[config.mk]
export PLATFORM = sky130hd
export DESIGN_NAME = sum_feeder
export DESIGN_NICKNAME = d
export VERILOG_FILES = /design/src/rtl/sum_feeder_pkg.sv /design/src/rtl/sum_feeder_float_fifo.sv /design/src/rtl/sum_feeder.sv
export SDC_FILE = /design/constraint.sdc
export NUM_CORES = 1
export LEC_CHECK = 0
export CAP_MARGIN = 0
export CORE_MARGIN = 1.5
export CORE_UTILIZATION = 49
export CTS_BUF_LIST = sky130_fd_sc_hd__clkbuf_4 sky130_fd_sc_hd__clkbuf_8
export CTS_CLUSTER_DIAMETER = 100
export DETAILED_ROUTE_END_ITERATION = 10
export HOLD_SLACK_MARGIN = 0.08
export PLACE_DENSITY = 0.75
export REMOVE_ABC_BUFFERS = 1
export SLEW_MARGIN = 10
export SYNTH_ARGS = -nofsm -noshare
export SYNTH_HDL_FRONTEND = slang
export SYNTH_SLANG_ARGS = --single-unit
export TNS_END_PERCENT = 5
[constraint.sdc]
create_clock -name clk -period 4.9 [get_ports clk]
set_clock_uncertainty 0.2 [all_clocks]
set_input_delay 1.47 -clock clk [delete_from_list [all_inputs] [get_ports clk]]
set_output_delay 1.47 -clock clk [all_outputs]
set_load 0.01 [all_outputs]
[src/rtl/sum_feeder_pkg.sv]
// rtl/sum_feeder_pkg.sv - shared encodings and constants for the sum feeder
package sum_feeder_pkg;

  localparam int FLOAT_DATA_WIDTH_DEF = 32;
  localparam logic [31:0] FLOAT_ZERO = 32'h0000_0000;

  localparam logic [2:0] ST_IDLE   = 3'd0;
  localparam logic [2:0] ST_CLEAR  = 3'd1;
  localparam logic [2:0] ST_LOAD_A = 3'd2;
  localparam logic [2:0] ST_LOAD_B = 3'd3;
  localparam logic [2:0] ST_ISSUE  = 3'd4;
  localparam logic [2:0] ST_WAIT   = 3'd5;
  localparam logic [2:0] ST_FINISH = 3'd6;

endpackage

[src/rtl/sum_feeder_float_fifo.sv]
// rtl/sum_feeder_float_fifo.sv - small power-of-two FIFO holding float operands
module float_fifo
  import sum_feeder_pkg::*;
#(
  parameter int DEPTH = 4,
  parameter int WIDTH = FLOAT_DATA_WIDTH_DEF,
  localparam int AW = $clog2(DEPTH),
  localparam int CW = AW + 1
) (
  input  logic             clk,
  input  logic             rst,
  input  logic             push,
  input  logic [WIDTH-1:0] push_data,
  input  logic             pop,
  output logic [WIDTH-1:0] pop_data,
  output logic             full,
  output logic             empty,
  output logic [CW-1:0]    count
);

  logic [WIDTH-1:0] mem [DEPTH];
  logic [AW-1:0]    wr_ptr;
  logic [AW-1:0]    rd_ptr;
  logic             push_ok;
  logic             pop_ok;

  assign full     = (count == CW'(DEPTH));
  assign empty    = (count == '0);
  assign push_ok  = push && !full;
  assign pop_ok   = pop && !empty;
  assign pop_data = mem[rd_ptr];

  always_ff @(posedge clk) begin
    if (push_ok) begin
      mem[wr_ptr] <= push_data;
    end
  end

  // The count register is what separates full from empty; pointers wrap naturally.
  always_ff @(posedge clk or posedge rst) begin
    if (rst) begin
      wr_ptr <= '0;
      rd_ptr <= '0;
      count  <= '0;
    end else begin
      if (push_ok) begin
        wr_ptr <= wr_ptr + 1'b1;
      end
      if (pop_ok) begin
        rd_ptr <= rd_ptr + 1'b1;
      end
      case ({push_ok, pop_ok})
        2'b10:   count <= count + 1'b1;
        2'b01:   count <= count - 1'b1;
        default: count <= count;
      endcase
    end
  end

endmodule

[src/rtl/sum_feeder.sv]
// rtl/sum_feeder.sv - pairs buffered floats and schedules them onto the accumulating adder
module sum_feeder
  import sum_feeder_pkg::*;
#(
  parameter int FLOAT_DATA_WIDTH = FLOAT_DATA_WIDTH_DEF,
  parameter int FIFO_DEPTH = 4,
  parameter int CNT_WIDTH = 10,
  parameter logic [CNT_WIDTH-1:0] TIMEOUT = 10'd63
) (
  input  logic                        clk,
  input  logic                        rst,
  input  logic                        frame_start,
  input  logic [CNT_WIDTH-1:0]        frame_len,
  input  logic                        in_valid,
  input  logic [FLOAT_DATA_WIDTH-1:0] in_data,
  output logic                        in_ready,
  output logic                        add_rst,
  output logic                        add_start,
  output logic                        add_clk_en,
  output logic [FLOAT_DATA_WIDTH-1:0] add_one,
  output logic [FLOAT_DATA_WIDTH-1:0] add_two,
  input  logic                        add_done,
  input  logic [FLOAT_DATA_WIDTH-1:0] add_total,
  input  logic                        add_working,
  output logic                        sum_valid,
  output logic [FLOAT_DATA_WIDTH-1:0] sum_out,
  output logic                        busy,
  output logic                        timeout_err
);

  localparam int FCW = $clog2(FIFO_DEPTH) + 1;

  logic [2:0]                  state;
  logic [CNT_WIDTH-1:0]        remaining;
  logic [CNT_WIDTH-1:0]        tcnt;
  logic [CNT_WIDTH-1:0]        tcnt_next;
  logic [CNT_WIDTH-1:0]        pair_cnt;
  logic                        pair_two;
  logic                        to_rst_q;
  logic                        last_term;
  logic                        fifo_push;
  logic                        fifo_pop;
  logic                        fifo_full;
  logic                        fifo_empty;
  logic [FCW-1:0]              fifo_count;
  logic [FLOAT_DATA_WIDTH-1:0] fifo_head;

  float_fifo #(
    .DEPTH (FIFO_DEPTH),
    .WIDTH (FLOAT_DATA_WIDTH)
  ) u_fifo (
    .clk       (clk),
    .rst       (rst),
    .push      (fifo_push),
    .push_data (in_data),
    .pop       (fifo_pop),
    .pop_data  (fifo_head),
    .full      (fifo_full),
    .empty     (fifo_empty),
    .count     (fifo_count)
  );

  assign last_term = (remaining == CNT_WIDTH'(1));
  assign tcnt_next = tcnt + 1'b1;
  assign pair_cnt  = pair_two ? CNT_WIDTH'(2) : CNT_WIDTH'(1);

  assign in_ready  = !fifo_full;
  assign fifo_push = in_valid && !fifo_full;
  assign fifo_pop  = ((state == ST_LOAD_A) && !fifo_empty && !add_working) ||
                     ((state == ST_LOAD_B) && !last_term && (fifo_count != '0));

  // Strobes decode straight from the state register so reset clears them at once.
  assign add_rst    = (state == ST_CLEAR) || to_rst_q;
  assign add_start  = (state == ST_ISSUE);
  assign add_clk_en = (state == ST_ISSUE);
  assign sum_valid  = (state == ST_FINISH);
  assign busy       = (state != ST_IDLE);

  always_ff @(posedge clk or posedge rst) begin
    if (rst) begin
      state       <= ST_IDLE;
      remaining   <= '0;
      tcnt        <= '0;
      pair_two    <= 1'b0;
      to_rst_q    <= 1'b0;
      add_one     <= '0;
      add_two     <= '0;
      sum_out     <= '0;
      timeout_err <= 1'b0;
    end else begin
      to_rst_q <= 1'b0;
      case (state)
        ST_IDLE: begin
          if (frame_start) begin
            remaining <= frame_len;
            state     <= ST_CLEAR;
          end
        end
        ST_CLEAR: begin
          if (remaining == '0) begin
            sum_out <= '0;
            state   <= ST_FINISH;
          end else begin
            state <= ST_LOAD_A;
          end
        end
        ST_LOAD_A: begin
          if (fifo_pop) begin
            add_one <= fifo_head;
            state   <= ST_LOAD_B;
          end
        end
        ST_LOAD_B: begin
          // An odd final term is paired with zero instead of waiting for more data.
          if (last_term) begin
            add_two  <= FLOAT_DATA_WIDTH'(FLOAT_ZERO);
            pair_two <= 1'b0;
            state    <= ST_ISSUE;
          end else if (fifo_pop) begin
            add_two  <= fifo_head;
            pair_two <= 1'b1;
            state    <= ST_ISSUE;
          end
        end
        ST_ISSUE: begin
          tcnt  <= '0;
          state <= ST_WAIT;
        end
        ST_WAIT: begin
          if (add_done) begin
            sum_out   <= add_total;
            remaining <= remaining - pair_cnt;
            state     <= (remaining == pair_cnt) ? ST_FINISH : ST_LOAD_A;
          end else if (tcnt_next == TIMEOUT) begin
            timeout_err <= 1'b1;
            to_rst_q    <= 1'b1;
            state       <= ST_IDLE;
          end else begin
            tcnt <= tcnt_next;
          end
        end
        ST_FINISH: begin
          state <= ST_IDLE;
        end
        default: begin
          state <= ST_IDLE;
        end
      endcase
    end
  end

endmodule

======== After elaboration in Yosys (flattened, before gate mapping) ========
Memories as Yosys holds them, arrays and structs flattened.
Index checks and enable logic that the tools add are counted.
word-level totals
  register bits ........................... 129
  memory bits (writable) .................. 128
  output and inout port bits .............. 103
  memories kept ........................... 1
memory list
  memory      words  bits a word  read ports  clocked after memory_dff  write ports  line                         text
  u_fifo.mem  4      32           1           0                         1            sum_feeder_float_fifo.sv:21  logic [WIDTH-1:0] mem [DEPTH];
cells by class
  $add $sub $neg .......................... 6
  equal/unequal tests ..................... 20
  multiplexer cells ....................... 29
  bitwise gates (word level) .............. 1
  reduce and logical (&&, ||, !) cells .... 30
operator list
  kind                                            count
  two-way mux 32 bit                              4
  one-hot mux 32 bit (2 select lines)             1
  two-way mux 10 bit                              4
  one-hot mux 10 bit (2 select lines)             2
  two-way mux 3 bit                               8
  one-hot mux 3 bit (6 select lines)              1
  == test 3 bit, second input constant            4
  AND reduction 3 bit                             4
  adder 10 x 1 -> 10 bit, second input constant   1
  == test 10 x 1 -> 1 bit, second input constant  1
  == test 10 x 2 -> 1 bit                         1
  == test 10 x 6 -> 1 bit, second input constant  1
  zero test 10 bit                                1
  nonzero test 2 bit                              5
  subtractor 10 x 2 -> 10 bit                     1
  != test 2 bit, second input constant            4
  logical AND 1 bit                               7
  two-way mux 1 bit                               7
  == test 3 x 2 -> 1 bit, second input constant   2
  zero test 3 bit                                 2
  one-hot mux 3 bit (2 select lines)              1
  nonzero test 3 bit                              2
  adder 2 x 1 -> 2 bit, second input constant     2
  zero test 1 bit                                 4
  13 further kinds                                16

======== Depth between registers and ports, before layout ========
  depth in word-level cells ............... 8
  mapped depth ............................ 10
  mapped depth without buffers ............ 10

======== Cells and area by module ========
Synthesis repeated with hierarchy kept, for this count alone.
second synthesis, totals
  cells, all modules ...................... 689
  area total of the unflattened synthesis .. 10512.6 um^2
modules (own cells, without submodules)
  module      instances  cells an instance  area each (um^2)
  sum_feeder  1          483                5417.7
  float_fifo  1          206                5094.9

======== Worst setup path after synthesis ========
OpenSTA, ideal clock, no wires.
  path type ............................... input-to-reg
  start point ............................. input port add_working
  end point ............................... register u_fifo.count[2]
  library setup time ...................... 0.079 ns
  arrival ................................. 3.077 ns
  data required time ...................... 4.621 ns
  slack ................................... 1.543 ns
  stages .................................. 8
  path buffers ............................ 0
  path through ............................ nor2b_1 a2111oi_2 ha_1 inv_1 fa_1 xor2_1 nor2_1 xor2_1
on the way
  cells in the longest elaborated chain, start to end .. 6
ends and longest elaborated chain
  item                                                                      line                         text
  start: declaration                                                        sum_feeder.sv:24             input logic add_working,
  zero test 1 bit (*)                                                       sum_feeder.sv:69             assign fifo_pop = ((state == ST_LOAD_A) && !fifo_empty && !add_working) ||
  logical AND 1 bit (*)                                                     sum_feeder.sv:69
  logical OR 1 bit (*)                                                      sum_feeder.sv:69
  logical AND 1 bit (*)                                                     sum_feeder_float_fifo.sv:30  assign pop_ok = pop && !empty;
  net u_fifo.pop_ok                                                         sum_feeder_float_fifo.sv:25  logic pop_ok;
  == test 2 x 1 -> 1 bit or == test 2 bit (tied branches)                   sum_feeder_float_fifo.sv:52  case ({push_ok, pop_ok})
  one-hot mux 3 bit (2 select lines) or nonzero test 2 bit (tied branches)  -
  end signal: assignment                                                    sum_feeder_float_fifo.sv:53  2'b10: count <= count + 1'b1;
  end signal: assignment                                                    sum_feeder_float_fifo.sv:54  2'b01: count <= count - 1'b1;
  end signal: assignment                                                    sum_feeder_float_fifo.sv:55  default: count <= count;
  end: declaration                                                          sum_feeder_float_fifo.sv:18  output logic [CW-1:0] count
Mark *: on every way through the listed nets, which the timed path passes. The rest lies on a longest branch.
A chain may end at the register's enable or synchronous reset.

======== Worst setup path after layout ========
  start point ............................. register state[1]
  end point ............................... output port add_start
on the way
  cells in the longest elaborated chain, start to end .. 1
ends and longest elaborated chain
  item                      line               text
  start: declaration        sum_feeder.sv:33   logic [2:0] state;
  start signal: assignment  sum_feeder.sv:133  state <= (remaining == pair_cnt) ? ST_FINISH : ST_LOAD_A;
  == test 3 bit             sum_feeder.sv:74   assign add_start = (state == ST_ISSUE);
  end: declaration          sum_feeder.sv:18   output logic add_start,
Every way passes these cells.

==> impl_metrics.env <==
export IMPL_peakVddDrop_mv=0.369
export IMPL_tritoncts="done"
export IMPL_r2r_cells=9
export IMPL_clkLatencyLatePin_ns=0.53
export IMPL_status="complete, no violations"
export IMPL_crit_path_end_kind="primary output"
export IMPL_io_pins=183
export IMPL_worstHoldStart="timeout_err"
export IMPL_period_share_pct=79.8
export IMPL_finalSetupViolations=0
export IMPL_die_w_um=147
export IMPL_die_area_um2=21700
export IMPL_postLayoutCoreUtil_pct=64.6
export IMPL_drive_gt1_share_pct=18.6
export IMPL_drc=0
export IMPL_ant_nets=0
export IMPL_hold_viol=0
export IMPL_slowest_delay_ns=0.55
export IMPL_clockRootBuffer="clkbuf_8"
export IMPL_relSlewSlack_pct=32.9
export IMPL_wl_um=21900
export IMPL_ff2ff_setup_slack_ns=2.00
export IMPL_grt_pass1_wl_um=35300
export IMPL_layout_area_overhead_vs_synth_pct=28.9
export IMPL_nNetsFinal=915
export IMPL_clk_pin_slew_ns=0.06
export IMPL_htree_levels=2
export IMPL_cts_resized_gates=0
export IMPL_cp_required_ns=3.23
export IMPL_ys_types=57
export IMPL_core_area_um2=20400
export IMPL_worstHoldPathType="reg2reg"
export IMPL_die_height_um=147
export IMPL_critPathArrivalTime_ns=2.24
export IMPL_wl_per_cell_um=19.4
export IMPL_grt_max_degree=100
export IMPL_viasPerCell=5.50
export IMPL_io_buffer_count=182
export IMPL_dp_hpwl_um=14300
export IMPL_whs_endpoint="timeout_err"
export IMPL_synthCells=627
export IMPL_place_congestion=0.869
export IMPL_initial_core_util_pct=50.1
export IMPL_synth_seq_cells=257
export IMPL_syn_area_um2=10200
export IMPL_drt_iter0_markers=255
export IMPL_final_area_um2=13200
export IMPL_num_vias=6204
export IMPL_slowest_stage="clkdlybuf4s50_1"
export IMPL_track_usage_pct=20.8
export IMPL_synth_seq_area_share_pct=69.3
export IMPL_ys_flop_type="dfrtp_1"
export IMPL_report_final_slew_viol_count=0
export IMPL_cts_made_buffers=42
export IMPL_worst_pin_slew_ns=1.01
export IMPL_total_leakage_power_nw=5.11
export IMPL_clock_path_buffers=3
export IMPL_antenna_found_initial=0
export IMPL_cts_sinks=257
export IMPL_ctsHoldBuffers=0
export IMPL_worstSetupPathType="reg2out"
export IMPL_drv_cap=0
export IMPL_reg2reg_from="remaining[5]"
export IMPL_pwr_density_cell_nw_per_um2=640
export IMPL_ys_warn_count=0
export IMPL_whs_path_depth=1
export IMPL_start_kind="register"
export IMPL_crit_chain="nand2b_1, or2_2, inv_1, clkdlybuf4s50_1"
export IMPL_first_pass_iters=6
export IMPL_cp_max_fo=10
export IMPL_cp_top_family="buffers and inverters"
export IMPL_rows=52
export IMPL_post_route_min_period_ns=3.91
export IMPL_clock_fmax_mhz=256
export IMPL_post_cts_setup_buffers=0
export IMPL_synth_async_reset_ratio_pct=50.2
export IMPL_diodes=0
export IMPL_overflow=0
export IMPL_rr_endpoint="u_fifo.count[2]"
export IMPL_synth_edf_count=128
export IMPL_syn_area_per_cell_um2=16.3
export IMPL_cp_num_buf_inv=2
export IMPL_dpl_cell_area_um2=12300
export IMPL_grt_pass1_vias=6566
export IMPL_rsz0062_at_grt="no"
[worst reg2reg max path, delay by kind of cell (launching register included)]
kind	cells	cell delay [ns]
AND/OR/NAND/NOR	3	1.17
adder cells (fa/ha/maj)	2	0.47
flip-flops	1	0.42
XOR/XNOR	2	0.31
AO/OA/AOI/OAI	1	0.17
buffers and inverters	1	0.07
[cells in the mapped netlist, types with 2 or more instances]
cell type    n  area (µm²)
a22oi_1      3        22.5
o21ai_0     22         110
buf_4        2        15.0
buf_1        4        15.0
nor2_1      19        71.3
a211o_1      3        26.3
nand3_1      6        30.0
mux2i_1      2        20.0
or4_1        2        15.0
nor3b_1      4        30.0
edfxtp_1   128        3840
mux2_2      28         315
o2bb2ai_1    2        17.5
a2111oi_2    2        30.0
ha_1         9         113
a22o_1      66         578
nor4_1       3        18.8
o22a_1       4        35.0
nand2_1     19        71.3
a211oi_1     2        15.0
and3_1       7        43.8
and2_1       2        12.5
nor2b_1      2        12.5
mux4_2      32         721
fa_1         2        40.0
mux2_1       4        45.0
o21bai_1     2        15.0
nand2b_1     5        31.3
clkbuf_1    25        93.8
buf_6        3        33.8
inv_1       19        71.3
dfrtp_1    129        3230
xnor2_1      6        52.6
buf_2        4        20.0
nand4_1      2        12.5
xor2_1       5        43.8
a21oi_1     18        90.1
or2_2        2        12.5
nor3_1       9        45.0
a21o_1       2        15.0
[state kept, by name (all words and copies together), names as in the netlist]
| register | count |
|---|---|
| u_fifo.rd_ptr | 2 |
| to_rst_q | 1 |
| add_two | 32 |
| remaining | 10 |
| state | 3 |
| u_fifo.wr_ptr | 2 |
| add_one | 32 |
| pair_two | 1 |
| u_fifo.count | 3 |
| sum_out | 32 |
| timeout_err | 1 |
| tcnt | 10 |
| u_fifo.mem | 128 |
[cell usage in the layout, fill, tap and decap left out, types with 11 or more instances in the layout]
cell	synthesis	layout
a21oi_1	18	17
edfxtp_1	128	128
nand2_1	19	19
dfrtp_1	129	127
nor2_1	19	18
clkbuf_8	0	46
clkinv_2	0	11
o21ai_0	22	22
clkdlybuf4s50_1	0	182
mux4_2	32	32
inv_1	19	18
mux2_2	28	28
a22o_1	66	66
[stage by stage]
step | instances | setup TNS, ns | power (mW) | setup WS, ns | hold slack [ns]
final | 1127 | 0 | 8.42 | 0.992 | 0.275
after global routing | 1127 | 0 | 8.92 | 0.899 | 0.317
after CTS | 1127 | 0 | 8.51 | 0.966 | 0.283
after detailed placement | 1050 | 0 | 6.60 | 0.874 | 0.267
after global placement | 1050 | 0 | 6.47 | 0.939 | 0.274
after floorplan | 589 | -45.73 | 5.15 | -0.590 | 0.260
[routing by layer]
metal  GRT usage (%)  vias to the layer above  wire length [µm]
li1                -                     2818                 -
met4            5.95                        0               380
met3            5.71                       33              1670
met2            34.3                      236             10500
met5               0                        -                 0
met1            27.2                     3117              9330
[report_power, final]
part	total, mW	switching, mW	leakage (nW)	internal (mW)
registers	3.54	0.515	2.77	3.02
clock network	1.88	0.827	0.459	1.05
logic	3.01	1.34	1.89	1.67
total	8.42	2.68	5.11	5.74
[cells by family after synthesis]
| logic type | synth area share, % |
|---|---|
| compound gates | 10.4 |
| xor+xnor | 0.944 |
| fa+ha+maj | 1.50 |
| buf+inv | 2.44 |
| flops | 69.3 |
| mux | 10.8 |
| simple gates | 4.68 |
[how the worst max path moves through the flow]
stage / startpoint / endpoint / depth (start not counted)
after floorplan: add_working / add_one[0] / 2
after global placement: add_working / u_fifo.count[2] / 9
after detailed placement: add_working / u_fifo.count[2] / 9
after CTS: state[1] / add_start / 4
after global routing: state[1] / add_start / 4
final: state[1] / add_start / 4
[layout make-up]
class	count	area [µm²]
flip-flops and latches	257	7070
well taps	270	338
clock buffers	55	701
repair buffers	191	1890
multi-input cells	313	2910
fillers	1466	7210
clock inverters	22	164
inverters	19	76.3
No activity file was read; power rests on OpenSTA's default activity.
==> patch: new RTL, same settings <==
Change the package constant `FLOAT_DATA_WIDTH_DEF` from 32 to 48.
--- a/src/rtl/sum_feeder_pkg.sv
+++ b/src/rtl/sum_feeder_pkg.sv
@@ -1,7 +1,7 @@
 // rtl/sum_feeder_pkg.sv - shared encodings and constants for the sum feeder
 package sum_feeder_pkg;
 
-  localparam int FLOAT_DATA_WIDTH_DEF = 32;
+  localparam int FLOAT_DATA_WIDTH_DEF = 48;
   localparam logic [31:0] FLOAT_ZERO = 32'h0000_0000;
 
   localparam logic [2:0] ST_IDLE   = 3'd0;
Interface: changed (5 resized); port bits go from 183 to 263. No check against the original RTL was run, so the function may have changed too.
==> patch against the original RTL <==
  * Sequential power is 39% higher
  * Cell area is 41% higher
  * Sequential share of layout area up 1.2 points
  * Synthesized area grew 39%
  * Highest routed layer is now met5
  * Sequential cell count grew 112
  * Register-to-register slack improved by 0.03 ns
  * Clock power increased by 46%
  * Critical path depth unchanged
  * Hold slack gained 0.0021 ns
  * Non-clock buffer count increased by 87
  * Wire length grew 47%
  * Worst setup slack improved by 0.099 ns
  * Power grew 38%
==> patch: results (changes against the original RTL) <==
Synth:
- The commonest cells after synthesis are 192 x sky130_fd_sc_hd__edfxtp_1, 177 x sky130_fd_sc_hd__dfrtp_1, 97 x sky130_fd_sc_hd__a22o_1.
- The top cell type by total area after synthesis is sky130_fd_sc_hd__edfxtp_1.
- The number of warnings printed during yosys synthesis is 0 (unchanged).
- The number of enable flip-flop cells after synthesis was 192 (+50%).
- The sequential area share after synthesis is 71.9% (+2.6 points).
- Yosys attributes the largest share of cell area to sky130_fd_sc_hd__edfxtp_1 41%, sky130_fd_sc_hd__dfrtp_1 31%, sky130_fd_sc_hd__mux4_2 7.6%, sky130_fd_sc_hd__a22o_1 6.0%, sky130_fd_sc_hd__mux2_2 2.2%.
- The count of distinct cell types in the synthesized netlist is 61 (+7.0%).
- The post-synthesis async set-or-reset flop share came to 48.0% (-2.2 points).

Run status:
- The run finished with clean final reports.

CTS:
- The clock-pin slew of the registers on the worst-case setup and hold paths came to 0.06 ns (about the same).
- The number of post-CTS setup repair buffers is 0 (unchanged).
- The buffer levels on the longest clock path was 3 (unchanged).
- The clock tree root driver cell is sky130_fd_sc_hd__clkbuf_8.
- The total number of H-tree levels came to 2 (unchanged).
- The count of cells resized by post-cts repair is 0 (unchanged).
- The clock latency reported for the late side of the worst-skew pair was 0.60 ns (+0.07 ns).
- The TritonCTS buffer count is 60 (+43%).

Drt:
- The number of DRC markers in iteration 0 is 565 (+120%).
- The detailed-router iteration count before antenna repair was 5 (-1).
- The number of nets still failing antenna checks after routing came to 0 (unchanged).
- The detailed-route vias per instance came to 5.52 (+0.22%).
- The routed wire length per instance is 20.9 um (+7.4%).

Place:
- The number of port buffers is 262 (+44%).
- The post-detailed-placement half-perimeter wirelength came to 20.5 mm (+43%).
- The routability congestion estimate is 0.843 (-3.0%).
- The total cell area at the placement stage came to 17300 um^2 (+41%).
- The setup slack after placement is 1.08 ns (+0.208 ns).

Cells and area:
- The share of post-route cells with drive strength above 1 is 18.9% (+0.38 points).
- The register with the most flip-flops is u_fifo.mem.
- The count of inserted antenna diode cells came to 0 (unchanged).
- The number of nets at the end of the flow came to 1230 (+34%).
- The number of flip-flops in the largest register came to 192 (+50%).

STA:
- The final count of hold timing violations is 0 (unchanged).
- The relative slew slack is 33.9% (+1.1 points).
- The post-route setup TNS is 0 ns (unchanged).

GRT:
- The maximum number of pins on one net before global-route repair was 92 (-8.0%).
- The number of global-route vias before repair came to 9002 (+37%).
- The number of antenna violations at the first check in global routing is 3 (+3).
- The total track usage is 22.0% (+1.2 points).
- The first-pass GRT wire length is 51.0 mm (+44%).

Setup path:
- The largest fanout of any net on the critical path came to 14 (+4).
- The data arrival time of the worst path is 2.14 ns (-0.10 ns).

Min path:
- The path category of the worst min-delay check is flip-flop to flip-flop.

Die:
- The width of the die is 173 um (+18%).

Pwr:
- The cell leakage power came to 7.18 nW (+40%).
- The maximum ir drop on the vdd rail was 410 uV (+11%).
-- patch: per-layer routing --
layer | share of wire, % | GRT usage (%) | vias up
met1 | 42 | 29.0 | 4326
met5 | 0.12 | 0 | -
met2 | 48 | 35.8 | 324
li1 | - | - | 3785
met3 | 7.9 | 6.84 | 61
met4 | 2.0 | 5.83 | 6
-- patch: cells by family (layout without fill, tap and decap cells) --
logic type                 after synthesis  count (layout)  share of synthesized area (%)
buffers and inverters                   69             411                           2.17
AOI/OAI and AO/OA                      163             163                           8.88
muxes                                   99              99                           11.6
adders and majority gates               11              11                           1.08
and+or+nand+nor                         95              95                           3.78
xor gates and xnor gates                 9               9                          0.556
DFF                                    369             369                           71.9
-- patch: path summary, 6_finish.rpt --
kind | start | to | slack [ns] | depth (start not counted)
max | state[0] | add_clk_en | 1.09 | 4
min | timeout_err | timeout_err | 0.28 | 1
max reg2reg | state[0] | tcnt[6] | 2.03 | 7
min reg2reg | timeout_err | timeout_err | 0.28 | 1
max in group asynchronous | rst | sum_out[0] | 2.46 | 3
min in group asynchronous | rst | sum_out[11] | 1.18 | 2
-- patch: final cells by class --
cell class | instances | area [um^2]
tap | 384 | 480
inverter | 21 | 86.3
multi-input combinational | 377 | 3700
clock inverter | 19 | 126
sequential | 369 | 10200
timing repair buffer | 278 | 2810
fill | 2037 | 10100
clock buffer | 93 | 1160
-- patch: worst max-delay path: stages, from the launching register on --
cell,delay [ns]
sky130_fd_sc_hd__dfrtp_1,0.51
sky130_fd_sc_hd__nor2_1,0.15
sky130_fd_sc_hd__nand2_1,0.20
sky130_fd_sc_hd__inv_1,0.14
sky130_fd_sc_hd__clkdlybuf4s50_1,0.54
-- patch: report_power, final --
group / total [mW] / internal (mW) / switching (mW)
Sequential: 4.93 / 4.28 / 0.656
Clock: 2.75 / 1.56 / 1.19
Combinational: 3.90 / 2.18 / 1.72
Total: 11.6 / 8.02 / 3.57
-- patch: stage by stage --
step | hold slack (ns) | std cells
floorplan | 0.257 | 767
global route | 0.310 | 1541
detailed placement | 0.259 | 1429
global placement | 0.254 | 1429
finish | 0.278 | 1541
CTS | 0.274 | 1541
